[src/rtl/cpu_mux_pkg.sv]
// Shared types for the CPU operand/address source selectors.
package cpu_mux_pkg;

  typedef enum logic {
    MODE_DIRECTED = 1'b0,
    MODE_RR       = 1'b1
  } mux_mode_e;

  typedef enum logic {
    ST_EMPTY = 1'b0,
    ST_FULL  = 1'b1
  } hold_state_e;

endpackage

[src/rtl/rr_arbiter.sv]
// Combinational round-robin arbiter: the search starts at ptr+1 and wraps
// modulo NUM_CH, and the first requester it finds wins.
module rr_arbiter
  import cpu_mux_pkg::*;
#(
  parameter int NUM_CH = 3,
  localparam int SEL_W = $clog2(NUM_CH)
) (
  input  logic [NUM_CH-1:0] req,
  input  logic [SEL_W-1:0]  ptr,
  output logic              gnt_valid,
  output logic [SEL_W-1:0]  gnt_idx
);

  localparam logic [SEL_W-1:0] LAST = SEL_W'(NUM_CH - 1);

  logic [SEL_W-1:0] idx;

  always_comb begin
    gnt_valid = 1'b0;
    gnt_idx   = '0;
    idx       = ptr;
    for (int i = 0; i < NUM_CH; i++) begin
      // Explicit wrap keeps idx inside 0..NUM_CH-1 even for non-power-of-2 NUM_CH.
      if (idx >= LAST) idx = '0;
      else             idx = idx + SEL_W'(1);
      if (!gnt_valid && req[idx]) begin
        gnt_valid = 1'b1;
        gnt_idx   = idx;
      end
    end
  end

endmodule

[src/rtl/param_sel_mux.sv]
// N-channel source selector with a registered valid/ready output stage.
// The source is chosen by a directed select or by round-robin arbitration.
module param_sel_mux
  import cpu_mux_pkg::*;
#(
  parameter int WIDTH  = 4,
  parameter int NUM_CH = 3,
  localparam int SEL_W = $clog2(NUM_CH)
) (
  input  logic                    clk,
  input  logic                    rst_n,
  input  logic                    mode_i,
  input  logic [SEL_W-1:0]        sel_i,
  input  logic [NUM_CH-1:0]       in_valid_i,
  input  logic [NUM_CH*WIDTH-1:0] in_data_i,
  output logic [NUM_CH-1:0]       in_ready_o,
  output logic                    out_valid_o,
  output logic [WIDTH-1:0]        out_data_o,
  output logic [SEL_W-1:0]        out_ch_o,
  input  logic                    out_ready_i,
  output logic                    err_o
);

  localparam int               PAD_W = 1 << SEL_W;
  localparam logic [SEL_W-1:0] LAST  = SEL_W'(NUM_CH - 1);

  hold_state_e      state, state_nxt;
  mux_mode_e        mode;
  logic [PAD_W-1:0] valid_pad;
  logic [SEL_W-1:0] rr_ptr, rr_idx, grant_idx;
  logic [WIDTH-1:0] grant_data;
  logic             rr_valid, sel_ok, grant_valid, load_en, xfer;

  assign mode        = mux_mode_e'(mode_i);
  assign out_valid_o = (state == ST_FULL);
  assign load_en     = !out_valid_o || out_ready_i;

  // Padding to a power of two lets an out-of-range sel_i index safely.
  assign valid_pad = PAD_W'(in_valid_i);
  assign sel_ok    = (sel_i <= LAST);

  rr_arbiter #(.NUM_CH(NUM_CH)) u_rr_arbiter (
    .req       (in_valid_i),
    .ptr       (rr_ptr),
    .gnt_valid (rr_valid),
    .gnt_idx   (rr_idx)
  );

  assign grant_valid = (mode == MODE_RR) ? rr_valid : (sel_ok && valid_pad[sel_i]);
  assign grant_idx   = (mode == MODE_RR) ? rr_idx : sel_i;
  assign xfer        = rst_n && load_en && grant_valid;

  always_comb begin
    in_ready_o = '0;
    grant_data = '0;
    for (int k = 0; k < NUM_CH; k++) begin
      if (grant_idx == SEL_W'(k)) begin
        grant_data    = in_data_i[k*WIDTH +: WIDTH];
        in_ready_o[k] = xfer;
      end
    end
  end

  always_comb begin
    state_nxt = state;
    if (load_en) state_nxt = xfer ? ST_FULL : ST_EMPTY;
  end

  // Output register stage
  always_ff @(posedge clk) begin
    if (!rst_n) begin
      state      <= ST_EMPTY;
      out_data_o <= '0;
      out_ch_o   <= '0;
      err_o      <= 1'b0;
      rr_ptr     <= LAST;
    end else begin
      state <= state_nxt;
      err_o <= load_en && (mode == MODE_DIRECTED) && !sel_ok;
      if (xfer) begin
        out_data_o <= grant_data;
        out_ch_o   <= grant_idx;
        if (mode == MODE_RR) rr_ptr <= grant_idx;
      end
    end
  end

endmodule

[config.mk]
export PLATFORM = sky130hd
export DESIGN_NAME = param_sel_mux
export DESIGN_NICKNAME = d
export VERILOG_FILES = /design/src/rtl/cpu_mux_pkg.sv /design/src/rtl/rr_arbiter.sv /design/src/rtl/param_sel_mux.sv
export SDC_FILE = /design/constraint.sdc
export NUM_CORES = 1
export LEC_CHECK = 0
export BUFFER_PORTS_ARGS = -buffer_cell sky130_fd_sc_hd__buf_4
export CORE_MARGIN = 10
export CORE_UTILIZATION = 45
export CTS_CLUSTER_SIZE = 24
export DETAILED_ROUTE_END_ITERATION = 8
export PLACE_DENSITY = 0.82
export SETUP_SLACK_MARGIN = 0.2
export SYNTH_ARGS = -nofsm -noshare
export SYNTH_HDL_FRONTEND = slang
export SYNTH_HIERARCHICAL = 1
export SYNTH_SLANG_ARGS = --single-unit
[constraint.sdc]
create_clock -name clk -period 3.4 [get_ports clk]
set_input_delay 0.68 -clock clk [delete_from_list [all_inputs] [get_ports clk]]
set_output_delay 0.68 -clock clk [all_outputs]
set_load 0.01 [all_outputs]
## Word level (Yosys, flattened, before mapping)

Index checks and enable logic that the tools add are counted.

| operators by class | value |
|---|---|
| equal/unequal tests | 2 |
| bitwise logic cells | 1 |
| add/sub/neg operators | 3 |
| reductions and logical operators | 14 |
| multiplexer cells | 26 |
| $lt $le $gt $ge | 8 |
| multipliers | 0 |
| div/mod/pow operators | 0 |
| shift-type cells | 0 |

Operators by type and width:

| cell | count |
|---|---|
| two-way mux 2 bit | 7 |
| < comparator 2 x 3 -> 1 bit, second input constant | 4 |
| two-way mux 1 bit | 12 |
| two-way mux 4 bit | 3 |
| binary-select mux 1 bit (select 2 bit) | 4 |
| logical AND 1 bit | 7 |
| adder 2 x 1 -> 2 bit, second input constant | 3 |
| greater-or-equal comparator 2 bit, second input constant | 3 |
| logical NOT 1 bit | 4 |
| equality test 2 x 1 -> 1 bit, second input constant | 1 |
| equality test 2 bit, second input constant | 1 |
| less-or-equal comparator 2 bit, second input constant | 1 |
| logical NOT 2 bit | 1 |
| AND reduction 2 bit | 1 |
| logical OR 1 bit | 1 |
| inverter 1 bit | 1 |

| storage, ports and cells | value |
|---|---|
| logic and storage cells | 59 |
| output and inout bits | 11 |
| latch bits | 0 |
| register bits after elaboration | 10 |
| memories | 0 |
| input port bits | 21 |
| ROM bits | 0 |
| RAM bits | 0 |

## Depth between registers and ports, before layout

| logic depth | value |
|---|---|
| depth in word-level cells | 16 |
| depth in mapped cells | 6 |
| mapped depth without buffers | 6 |

## Modules after synthesis

The synthesis kept the hierarchy.

By module, submodules not included:

| module | cells an instance | times used | area each (sq um) | seq. area each (sq um) |
|---|---|---|---|---|
| param_sel_mux | 57 | 1 | 570.5 | 200.2 |
| rr_arbiter | 8 | 1 | 50.0 | 0.0 |

## Worst setup path after synthesis

Ideal clock, no wire load.

| path | value |
|---|---|
| path kind | in2out |
| from | in in_valid_i[2] |
| to | out in_ready_o[0] |
| stages | 6 |
| setup slack | 0.951 ns |
| path buffers | 1 |
| arrival | 1.769 ns |
| data required time | 2.720 ns |
| path through | or3_1 -> nor2b_2 -> nor3_4 -> and2_1 -> buf_4 -> and3_2 |

| between the ends | value |
|---|---|
| cells in the longest elaborated chain, start to end | 12 |
| elaborated cells on any way between the ends | 24 |
| those cells by class | 17 x mux; 7 x reduce/logical |

Ends and longest elaborated chain:

| item | RTL line | source |
|---|---|---|
| start, declared | param_sel_mux.sv:14 | `input logic [NUM_CH-1:0] in_valid_i,` |
| binary-select mux 1 bit (select 2 bit) | rr_arbiter.sv:27 | `if (!gnt_valid && req[idx]) begin` |
| two-way mux 1 bit (implied by the code) | rr_arbiter.sv:27 |  |
| two-way mux 1 bit | rr_arbiter.sv:27 |  |
| logical NOT 1 bit | rr_arbiter.sv:27 |  |
| logical AND 1 bit | rr_arbiter.sv:27 |  |
| two-way mux 1 bit | rr_arbiter.sv:27 |  |
| logical NOT 1 bit | rr_arbiter.sv:27 |  |
| logical AND 1 bit | rr_arbiter.sv:27 |  |
| two-way mux 2 bit or two-way mux 1 bit (tied branches) | rr_arbiter.sv:27 |  |
| two-way mux 2 bit or two-way mux 1 bit (tied branches) | param_sel_mux.sv:50, param_sel_mux.sv:49 |  |
| logical NOT 2 bit or logical AND 1 bit (tied branches) | param_sel_mux.sv:57, param_sel_mux.sv:51 |  |
| two-way mux 1 bit * | param_sel_mux.sv:57 | `if (grant_idx == SEL_W'(k)) begin` |
| end, declared | param_sel_mux.sv:16 | `output logic [NUM_CH-1:0] in_ready_o,` |

Mark *: on every way between the ends. The rest lies on a longest branch, timed or not. The select of a mux whose other input is x is not followed.

## Worst setup path after layout

| path | value |
|---|---|
| from | in in_valid_i[2] |
| to | out in_ready_o[0] |

| between the ends | value |
|---|---|
| cells in the longest elaborated chain, start to end | 12 |
| elaborated cells on any way between the ends | 24 |
| those cells by class | 17 x mux; 7 x reduce/logical |

Ends and longest elaborated chain:

| item | RTL line | source |
|---|---|---|
| binary-select mux 1 bit (select 2 bit) | rr_arbiter.sv:27 |  |
| two-way mux 1 bit (implied by the code) | rr_arbiter.sv:27 |  |
| two-way mux 1 bit | rr_arbiter.sv:27 |  |
| logical NOT 1 bit | rr_arbiter.sv:27 |  |
| logical AND 1 bit | rr_arbiter.sv:27 |  |
| two-way mux 1 bit | rr_arbiter.sv:27 |  |
| logical NOT 1 bit | rr_arbiter.sv:27 |  |
| logical AND 1 bit | rr_arbiter.sv:27 |  |
| two-way mux 1 bit * | rr_arbiter.sv:27 |  |
| named net rr_valid | param_sel_mux.sv:32 | `logic rr_valid, sel_ok, grant_valid, load_en, xfer;` |
| two-way mux 1 bit * | param_sel_mux.sv:49 | `assign grant_valid = (mode == MODE_RR) ? rr_valid : (sel_ok && valid_pad[sel_i]);` |
| logical AND 1 bit * | param_sel_mux.sv:51 | `assign xfer = rst_n && load_en && grant_valid;` |
| two-way mux 1 bit * | param_sel_mux.sv:57 |  |

The timed path passes the listed nets; every way through them passes the cells marked *. The select of a mux whose other input is x is not followed.

==> results.tsv <==
stage	metric	value	unit
status	status	complete, no violations	
cells_and_area	syn_to_final_growth	43.3	%
run	cap_violations	0	
placement	placed_cell_area	853	µm²
floorplanning	fp.dieH	57.1	µm
min_path	hold_path_depth	2	
timing	finalSetupViolations	0	
worst_setup_path	crit_type	in -> out	
synth	synthArstFlopShare	0	
worst_setup_path	rr_startpoint	rr_ptr[1]	
cells_and_area	drive_gt1_frac	0.480	
min_path	holdPathEnd	rr_ptr[0]	
routing	drtIter0Drc	7	
cts	cts_resized	0	
synth	synth_area_leader_cell	dfxtp_1	
synth	synth.area.mux_share	0.161	
synth	synth_fa_ha_area_frac	0	
cells_and_area	fin_nets	120	
worst_setup_path	crit_path_cell_trace	buf_4, or3_1, nor2b_2, nor3_4, and2_1, and3_2, buf_4	
pwr	worst_ir_drop_vdd	276	µV
synth	syn_nets	86	
routing	ant_nets	0	
grt	grt_max_degree	11	
cts	clock-sinks	10	
min_path	hold_class	reg -> reg	
cts	cts.path.max_buffers	2	
min_path	min_from	rr_ptr[0]	
timing	holdWs	0.472	ns
timing	tns	0	ns
worst_setup_path	r2r_slack	1.68	ns
timing	fin_ws	0.664	ns
timing	finClkSkew	0.00879	ns
worst_setup_path	slowest_delay	0.39	ns
placement	place_ws	0.674	ns
placement	hpwlAfterDp	1390	µm
cts	cts_buffers	3	
synth	synth.most_common_cell	dfxtp_1	
synth	synthDistinctLibCells	31	
grt	grt_pass1_vias	679	
timing	finalHoldViolations	0	
cells_and_area	stdcell_area	890	µm²
floorplanning	rows	13	
synth	synth_compound_area_frac	0.234	
synth	synth_top_area_share	0.323	
cts	cts_hold_buffers	0	
synth	synth_top_family_by_area	simple AND/OR/NAND/NOR gates	
cts	cts_tree	done	
worst_setup_path	end_kind	output pin	
timing	min_period	2.74	ns
cells_and_area	fillers	127	
timing	rsz0062_at_grt	false	
worst_setup_path	critical_path.startpoint_type	input port	
floorplanning	dieArea	3260	µm²
cts	clock-root-buffer	clkbuf_4	
synth	ys_top_cells_by_count	dfxtp_1, a21oi_1, a211oi_1, nand3_1	
grt	grt_usage	0.105	
routing	first_pass_iters	2	
synth	yosys-top-cells-area	dfxtp_1, mux2_2, mux2i_4	
cells_and_area	n_antenna_cell	0	
routing	drc_errors	0	
worst_setup_path	rr_endpoint	out_data_o[3]	
routing	routed_via_density	5.39	
synth	synth_xor_area_frac	0	
synth	ys_ff_latch	10	
grt	overflow	0	
synth	avgSynthCellArea	9.55	µm²
synth	yosysWarnings	6	
routing	num_vias	609	
synth	synth-seq-area-share	0.323	
worst_setup_path	crit_path_frequent_cell	buf_4	
routing	wl_per_cell	14.8	µm
synth	netlist_instances	65	
pwr	p_leak	0.000405	µW
worst_setup_path	critPathSlowestCell	or3_1	
placement	gp_congestion	0.807	
synth	synthSimpleGateAreaFrac	0.240	
synth	synth_edf_count	0	
pwr	p_per_area	378	nW/µm²
worst_setup_path	critical_path_arrival	2.06	ns
cts	cts_setup_buffers	0	
placement	port_buffers	31	
cts	clk_latency	0.27	ns
floorplanning	initial_core_util	0.477	
synth	synthFlopType	dfxtp_1	
grt	grt_pass1_wl	2860	µm
timing	timing.final.crit_share	0.805	
synth	netlist_area	621	µm²
floorplanning	fp.coreArea	1300	µm²
cts	htree_levels	1	
worst_setup_path	cp_max_fo	10	
routing	totalWireLength	1680	µm
timing	fmax	365	MHz
timing	tightest_slew	0.354	ns
floorplanning	die_w	57.1	µm
floorplanning	pin_count	32	
worst_setup_path	cp.required	2.72	ns
cts	clkTransAtPathRegs	0.07	ns
pwr	power.total	336	µW
grt	antenna_found_initial	0	
timing	slew_violations	0	
timing	max_slew_margin	0.763	
worst_setup_path	reg2reg_depth	6	
[how the worst max path moves through the flow]
stage / startpoint / endpoint / slack [ns] / depth (start not counted)
2_1_floorplan: in_valid_i[2] / in_ready_o[0] / 0.95 / 6
3_3_place_gp: in_valid_i[2] / in_ready_o[0] / 0.67 / 7
3_5_place_dp: in_valid_i[2] / in_ready_o[0] / 0.67 / 7
4_1_cts: in_valid_i[2] / in_ready_o[0] / 0.66 / 7
5_1_grt: in_valid_i[2] / in_ready_o[0] / 0.59 / 7
6_report: in_valid_i[2] / in_ready_o[0] / 0.66 / 7
[report_power, final]
part           switching (µW)  internal, µW  total (µW)
combinational            45.6          53.1        98.8
clock                    40.8          65.0         106
sequential               5.09           126         131
total                    91.6           244         336
[registers in the layout (all words and copies together), names as in the netlist]
name         cells
out_valid_o      1
out_data_o       4
out_ch_o         2
err_o            1
rr_ptr           2
[logic make-up after synthesis]
logic type,Yosys count
simple gates,24
mux,7
buf+inv,4
flops,10
compound gates,20
[worst max-delay path, delay by kind of cell]
family | cells | cell delay [ns]
AND/OR/NAND/NOR | 5 | 1.13
buffers and inverters | 2 | 0.26
[metrics by stage]
stage,std cells,utilization
detailed placement,109,0.656
global route,113,0.684
global placement,109,0.656
floorplan,65,-
finish,113,0.684
CTS,113,0.684
[cell usage in the layout (no fill, tap or decap), drive strengths merged, types with 2 or more instances in the layout]
| master | count |
|---|---|
| nand2 | 2 |
| buf | 31 |
| and3 | 2 |
| clkbuf | 4 |
| mux2i | 3 |
| nand2b | 2 |
| mux2 | 4 |
| nor3 | 2 |
| inv | 2 |
| dfxtp | 10 |
| nand3 | 5 |
| nor2b | 3 |
| a22oi | 4 |
| a211oi | 5 |
| nor2 | 3 |
| a21oi | 6 |
[layout make-up]
| cell class | count | area, µm² | share of cell area |
|---|---|---|---|
| clock buffer | 4 | 36.3 | 0.0408 |
| inverter | 2 | 7.51 | 0.00844 |
| multi-input combinational | 51 | 394 | 0.443 |
| tap | 15 | 18.8 | 0.0211 |
| timing repair buffer | 31 | 233 | 0.262 |
| sequential | 10 | 200 | 0.225 |
[routing by layer]
layer	part of all wire	wire length [µm]	vias up	track usage
li1	-	-	314	-
met3	0.12	197	0	0.0730
met2	0.49	815	28	0.181
met4	0	0	0	0.0235
met1	0.40	665	267	0.101
met5	0	0	-	0
(Power assumes the default switching activity.)
